[src/rtl/dma_bus_reader.sv]
`default_nettype none
// ============================================================================
//  Module   : dma_bus_reader
//  Purpose  : Bus-master DMA engine that reads a block of 32-bit words from a
//             shared bus in bursts and writes them into a local scratchpad.
//  Revision : 1.0 - initial release
// ============================================================================
module dma_bus_reader #(
    parameter int MEM_ADDR_WIDTH = 9
) (
    input  logic                      clock,
    input  logic                      reset,
    input  logic                      start,
    input  logic [31:0]               busStartAddress,
    input  logic [MEM_ADDR_WIDTH-1:0] memStartAddress,
    input  logic [9:0]                blockSize,
    input  logic [7:0]                burstSize,
    output logic                      busy,
    output logic                      done,
    output logic                      error,
    output logic                      requestTransaction,
    input  logic                      transactionGranted,
    output logic                      beginTransactionOut,
    output logic                      readNotWriteOut,
    output logic [31:0]               addressDataOut,
    output logic [3:0]                byteEnablesOut,
    output logic [7:0]                burstSizeOut,
    input  logic [31:0]               addressDataIn,
    input  logic                      dataValidIn,
    input  logic                      endTransactionIn,
    input  logic                      busErrorIn,
    output logic                      memWriteEnable,
    output logic [MEM_ADDR_WIDTH-1:0] memAddress,
    output logic [31:0]               memWriteData
);

    typedef enum logic [2:0] {
        IDLE    = 3'd0,
        REQUEST = 3'd1,
        BEGIN   = 3'd2,
        RECEIVE = 3'd3,
        FINISH  = 3'd4
    } state_t;

    state_t                    state_q, state_d;
    logic [31:0]               bus_addr_q, bus_addr_d;
    logic [MEM_ADDR_WIDTH-1:0] mem_addr_q, mem_addr_d;
    logic [9:0]                remaining_q, remaining_d;
    logic [7:0]                burst_q, burst_d;
    logic [9:0]                burst_len_q, burst_len_d;
    logic [9:0]                beats_q, beats_d;
    logic                      error_q, error_d;
    logic                      zero_done_q, zero_done_d;

    // Beats in the next burst: the smaller of what is left and the burst cap.
    logic [9:0] w_burst_plus1;
    logic [9:0] w_burst_len;
    logic       w_beat;
    logic [9:0] w_beats_next;
    logic [9:0] w_rem_next;

    assign w_burst_plus1 = {2'b00, burst_q} + 10'd1;
    assign w_burst_len   = (remaining_q < w_burst_plus1) ? remaining_q : w_burst_plus1;
    // A beat only counts while the current burst still expects data.
    assign w_beat        = dataValidIn && !busErrorIn && (beats_q < burst_len_q);
    assign w_beats_next  = beats_q + {9'd0, w_beat};
    assign w_rem_next    = remaining_q - {9'd0, w_beat};

    // State and datapath registers; reset abandons any transfer in flight.
    always_ff @(posedge clock or negedge reset) begin
        if (!reset) begin
            state_q     <= IDLE;
            bus_addr_q  <= '0;
            mem_addr_q  <= '0;
            remaining_q <= '0;
            burst_q     <= '0;
            burst_len_q <= '0;
            beats_q     <= '0;
            error_q     <= 1'b0;
            zero_done_q <= 1'b0;
        end else begin
            state_q     <= state_d;
            bus_addr_q  <= bus_addr_d;
            mem_addr_q  <= mem_addr_d;
            remaining_q <= remaining_d;
            burst_q     <= burst_d;
            burst_len_q <= burst_len_d;
            beats_q     <= beats_d;
            error_q     <= error_d;
            zero_done_q <= zero_done_d;
        end
    end

    // Next-state logic and all outputs; bus outputs idle at zero (OR-combined bus).
    always_comb begin
        state_d             = state_q;
        bus_addr_d          = bus_addr_q;
        mem_addr_d          = mem_addr_q;
        remaining_d         = remaining_q;
        burst_d             = burst_q;
        burst_len_d         = burst_len_q;
        beats_d             = beats_q;
        error_d             = error_q;
        zero_done_d         = 1'b0;
        busy                = 1'b0;
        done                = zero_done_q;
        requestTransaction  = 1'b0;
        beginTransactionOut = 1'b0;
        readNotWriteOut     = 1'b0;
        addressDataOut      = '0;
        byteEnablesOut      = '0;
        burstSizeOut        = '0;
        memWriteEnable      = 1'b0;
        memAddress          = '0;
        memWriteData        = '0;

        case (state_q)
            IDLE: begin
                if (start) begin
                    error_d = 1'b0;
                    if (blockSize == 10'd0) begin
                        zero_done_d = 1'b1;
                    end else begin
                        bus_addr_d  = {busStartAddress[31:2], 2'b00};
                        mem_addr_d  = memStartAddress;
                        remaining_d = blockSize;
                        burst_d     = burstSize;
                        state_d     = REQUEST;
                    end
                end
            end

            REQUEST: begin
                busy               = 1'b1;
                requestTransaction = 1'b1;
                if (busErrorIn) begin
                    error_d = 1'b1;
                    state_d = FINISH;
                end else if (transactionGranted) begin
                    state_d = BEGIN;
                end
            end

            BEGIN: begin
                busy                = 1'b1;
                requestTransaction  = 1'b1;
                beginTransactionOut = 1'b1;
                readNotWriteOut     = 1'b1;
                byteEnablesOut      = 4'hF;
                addressDataOut      = {bus_addr_q[31:2], 2'b00};
                burstSizeOut        = w_burst_len[7:0] - 8'd1;
                burst_len_d         = w_burst_len;
                beats_d             = '0;
                if (busErrorIn) begin
                    error_d = 1'b1;
                    state_d = FINISH;
                end else begin
                    state_d = RECEIVE;
                end
            end

            RECEIVE: begin
                busy               = 1'b1;
                requestTransaction = 1'b1;
                if (busErrorIn) begin
                    error_d = 1'b1;
                    state_d = FINISH;
                end else begin
                    if (w_beat) begin
                        memWriteEnable = 1'b1;
                        memAddress     = mem_addr_q;
                        memWriteData   = addressDataIn;
                        mem_addr_d     = mem_addr_q + 1'b1;
                    end
                    beats_d     = w_beats_next;
                    remaining_d = w_rem_next;
                    // The beat of this cycle is already included in the end decision.
                    if (endTransactionIn) begin
                        bus_addr_d = bus_addr_q + {20'd0, w_beats_next, 2'b00};
                        state_d    = (w_rem_next != 10'd0) ? REQUEST : FINISH;
                    end
                end
            end

            FINISH: begin
                done    = 1'b1;
                state_d = IDLE;
            end

            default: begin
                state_d = IDLE;
            end
        endcase
    end

    assign error = error_q;

endmodule
`default_nettype wire

[config.mk]
export PLATFORM = sky130hd
export DESIGN_NAME = dma_bus_reader
export DESIGN_NICKNAME = d
export VERILOG_FILES = /design/src/rtl/dma_bus_reader.sv
export SDC_FILE = /design/constraint.sdc
export NUM_CORES = 1
export LEC_CHECK = 0
export BUFFER_PORTS_ARGS = -buffer_cell sky130_fd_sc_hd__buf_4
export CAP_MARGIN = 20
export CELL_PAD_IN_SITES_DETAIL_PLACEMENT = 1
export CELL_PAD_IN_SITES_GLOBAL_PLACEMENT = 1
export CORE_MARGIN = 1.5
export CORE_UTILIZATION = 41
export CTS_CLUSTER_SIZE = 24
export DETAILED_ROUTE_END_ITERATION = 16
export PLACE_DENSITY = 0.86
export SYNTH_ARGS = -nofsm -noshare
export SYNTH_HDL_FRONTEND = slang
export SYNTH_SLANG_ARGS = --single-unit
[constraint.sdc]
create_clock -name clock -period 11.9 [get_ports clock]
set_input_delay 0 -clock clock [delete_from_list [all_inputs] [get_ports clock]]
set_output_delay 0 -clock clock [all_outputs]
set_load 0.01 [all_outputs]
==> impl_summary.md <==
Yosys
The gate count of the mapped netlist is 813. The share of the yosys chip area belonging to registers is between 30% and 40%. The register bit count reported by yosys is 82. A synthesized cell averages 7.85 um2. The Yosys warning count is 0. After synthesis, the netlist uses 65 different library cells. The area share of the largest cell type after synthesis is 32.2%. The share of flip-flops with an asynchronous set or reset is 100%. By area the synthesized netlist is led by dfrtp_1 (32%), ha_1 (6.7%), nand2_1 (5.4%), nor2_1 (4.9%), and2_1 (4.8%).

The primary flip-flop cell chosen by synthesis mapping is dfrtp_1. The biggest area contributor in the post-synthesis netlist is dfrtp_1. In this run, synthesis inferred 0 flip-flops with an integrated enable. In this run the cell area of the synthesized design comes to between 6000 and 7000 um2.

Drt
Dividing the detail-routed via count by the number of cells gives slightly below 6. The number of DRC violations after detailed routing is 0. Wires add up to between 20000 and 25000 um. The first-pass iteration count of the detailed router is 4. The average detailed-routed wire length per instance is around 19 um. After the first detailed-routing iteration, the DRC count stood at 353. In this run the remaining antenna-violating nets after routing total 0.

Summing over every cut layer, the via total after detailed routing is around 7000.

Final layout
The fraction of layout cells with a size suffix above 1 is 21.8%. In the layout the commonest cells are buf_4 (195), nand2_1 (92), nor2_1 (83), dfrtp_1 (82), a21oi_1 (52). Summing all flip-flop and latch instances after layout gives 2050 um2. The finished cells cover around 8600 um2.

Leaving out fill and tap cells, the most frequent cell in the layout is buf_4. The synthesis-to-layout area growth is 35.1%. The combined area of the multi-input logic cells is around 4000 um2. After the last flow step, the layout net total stands at around 1100. The filler cells instantiated in the layout total 1893.

Pwr
Cell internal power was estimated by the tool at 0.925 mW. Net switching is between 40% and 50% of the power. Across the VDD grid, the largest voltage drop is 0.0986 mV. The ratio of total power to cell area is about 200 nW/um2. For this design the static power due to leakage is 4.08 nW.

Combinational logic is responsible for between 40 and 50% of the overall power. The clock network accounts for around 18% of the total power. For this design the total switching power over the nets is between 0.7 and 0.8 mW.

The sequential fraction of design power is between 30 and 40%.

Clock tree
The clock buffer count from CTS is 9. The clock passes through at most 2 buffers. Clock-pin slew was measured on the worst setup and hold paths at about 0.070 ns. The TritonCTS clock tree is built. The tree built by TritonCTS fans out to 82 sinks. The H-tree generated during clock tree synthesis spans 3 levels. The CTS root buffer is clkbuf_16. The post-CTS setup buffer count is 0. At the later pin of the worst-skew pair, clock insertion delay measures around 0.35 ns.

Setup path
Along the worst path, the maximum fanout reaches 9. The required time of the worst setup path is 12.14 ns. The element type at the critical path end is a flop. STA classifies the critical path startpoint as a flop. The class of the most critical setup path is flop to flop. The data arrival time of the critical path is 5.37 ns.

Run status
The run finished with clean final reports.

Die
The area of the placeable core is 15200 um2. The horizontal extent of the die is about 130 um. The count of standard-cell rows is between 40 and 50. The die height is about 130 um. The initial standard-cell utilization of the core is about two fifths.

The die area is approximately 16000 um2. The I/O pin total is 190.

GRT
The number of global-route vias before repair is ~7400. Summed over all layers, the global routing overflow is 0. Entering global routing, the biggest net connects a little under 60 pins.

The first global-routing pass estimated roughly 38000 um of wire. Global routing used roughly 29% of the available tracks. The number of antenna violations at the first check in global routing came to 1.

STA
For the pin with the worst max-slew slack, the measured transition is between 1 and 1.5 ns. The final max-slew violation count came to 0. The clock arrives with roughly 0.012 ns of skew. Headroom to the max-slew limit came out at between 20% and 30%. After routing, the total negative slack on setup checks comes to 0 ns.

Based on the critical path, the design can be clocked at up to slightly below 0.2 GHz. The final cycle utilization of the critical path is 43.1%. The count of endpoints failing setup in the final report is 0.

The worst path in the final design needs a cycle of slightly above 5 ns, including I/O delays and setup. Setup repair after global routing left no endpoint under its margin. The number of failing hold endpoints at the final stage is 0.

Placement
Once placement finished, the instance area stood at just under 8000 um2. The placer congestion estimate is 0.860. The number of input and output port buffers inserted is 185. The estimated wirelength of the detail-placed design is about 16000 um.

Job
The max-cap check violation count is 0.

Hold path
The type of the most critical hold path is primary input to flop.
[synth_stat cells, types with 6 or more instances]
| cell | count |
|---|---|
| nand2_1 | 92 |
| a22o_1 | 6 |
| a211oi_1 | 21 |
| nor3_1 | 23 |
| nor2_1 | 83 |
| buf_4 | 10 |
| a21oi_1 | 52 |
| and3_1 | 37 |
| nand2b_1 | 6 |
| o21ai_0 | 50 |
| inv_1 | 27 |
| nand4_1 | 7 |
| a31oi_1 | 6 |
| nand3_1 | 38 |
| clkbuf_1 | 42 |
| xnor2_1 | 14 |
| ha_1 | 34 |
| o32ai_1 | 8 |
| a311oi_1 | 9 |
| xor2_1 | 15 |
| and2_1 | 49 |
| nor4_1 | 9 |
| dfrtp_1 | 82 |
| o21a_1 | 7 |
[worst paths after layout]
kind | endpoint | cells after the start | slack, ns | from
worst min-delay path | error$_DFFE_PN0P_ | 4 | 0.007 | start
max in group asynchronous | burst_len_q[6]$_DFFE_PN0P_ | 3 | 10.69 | reset
worst min register to register | burst_len_q[2]$_DFFE_PN0P_ | 2 | 0.48 | burst_len_q[2]$_DFFE_PN0P_
worst max register to register | bus_addr_q[19]$_DFFE_PN0P_ | 16 | 6.77 | beats_q[5]$_DFFE_PN0P_
worst max-delay path | bus_addr_q[19]$_DFFE_PN0P_ | 16 | 6.77 | beats_q[5]$_DFFE_PN0P_
min in group asynchronous | bus_addr_q[5]$_DFFE_PN0P_ | 2 | 0.18 | reset
[area by class of cell]
| cell class | count | area share [%] |
|---|---|---|
| inverter | 28 | 1.22 |
| clock buffer | 10 | 2.66 |
| clock inverter | 5 | 0.929 |
| sequential | 82 | 23.8 |
| timing repair buffer | 242 | 22.4 |
| tap | 188 | 2.73 |
| antenna | 1 | 0.0290 |
| multi-input combinational | 647 | 46.2 |
[logic make-up after synthesis]
| kind of cell | after synthesis | synth area share, % |
|---|---|---|
| AO/OA/AOI/OAI | 204 | 20.9 |
| XOR/XNOR | 29 | 3.98 |
| adder cells (fa/ha/maj) | 35 | 6.98 |
| buffers and inverters | 85 | 5.86 |
| flip-flops | 82 | 32.2 |
| multiplexers | 7 | 1.14 |
| other | 1 | 0.0588 |
| AND/OR/NAND/NOR | 370 | 28.9 |
[stage by stage]
step                      worst slack (ns)  cells  utilization, %  power [mW]  hold WS [ns]
after CTS                             6.81   1202            56.7        1.70       0.00162
after global routing                  6.35   1203            56.7        1.85       0.00315
after floorplan                       7.90    814               -        1.10        -0.296
after global placement                6.98   1140            51.6        1.34        0.0263
after detailed placement              6.92   1140            51.6        1.38        0.0288
final                                 6.77   1203            56.7        1.72       0.00687
[repair_timing]
action                                 in CTS  in global routing
endpoints found under the hold margin      83                  0
gates resized for setup                     0                  0
hold buffers                               47                  0
[state kept, by name, indices dropped and copies added (netlist names)]
| name | count |
|---|---|
| bus_addr_q | 30 |
| beats_q | 10 |
| burst_len_q | 10 |
| remaining_q | 10 |
| mem_addr_q | 9 |
| burst_q | 8 |
| state_q | 3 |
| error | 1 |
| zero_done_q | 1 |
[layer usage]
layer  vias up  routed length (um)  global-route usage, %
li1       3306                   -                      -
met1      3454               10000                   37.2
met2       203               11300                   49.5
met3        34                1080                   3.76
met4         0                 558                   11.0
met5         -                   0                      0
[critical path: stages, from the launching register on]
cell and delay (ns):
dfrtp_1 0.46, ha_1 0.34, a211oi_1 0.20, o21ai_0 0.23
a21oi_1 0.41, ha_1 0.27, ha_1 0.20, nand3_1 0.15
nor2_1 0.31, nand3_1 0.14, xnor2_1 0.23, ha_1 0.33
a211o_1 0.31, a21oi_1 0.58, nor2_1 0.35, a311o_1 0.39
o211a_1 0.11
[power groups by stage]
stage | clock (mW) | combinational (mW) | sequential [mW]
3_5_place_dp | 0 | 0.813 | 0.566
4_1_cts | 0.305 | 0.835 | 0.564
6_report | 0.303 | 0.845 | 0.572
5_1_grt | 0.315 | 0.948 | 0.588
3_3_place_gp | 0 | 0.780 | 0.563
2_1_floorplan | 0 | 0.614 | 0.489
(Power assumes the default switching activity.)
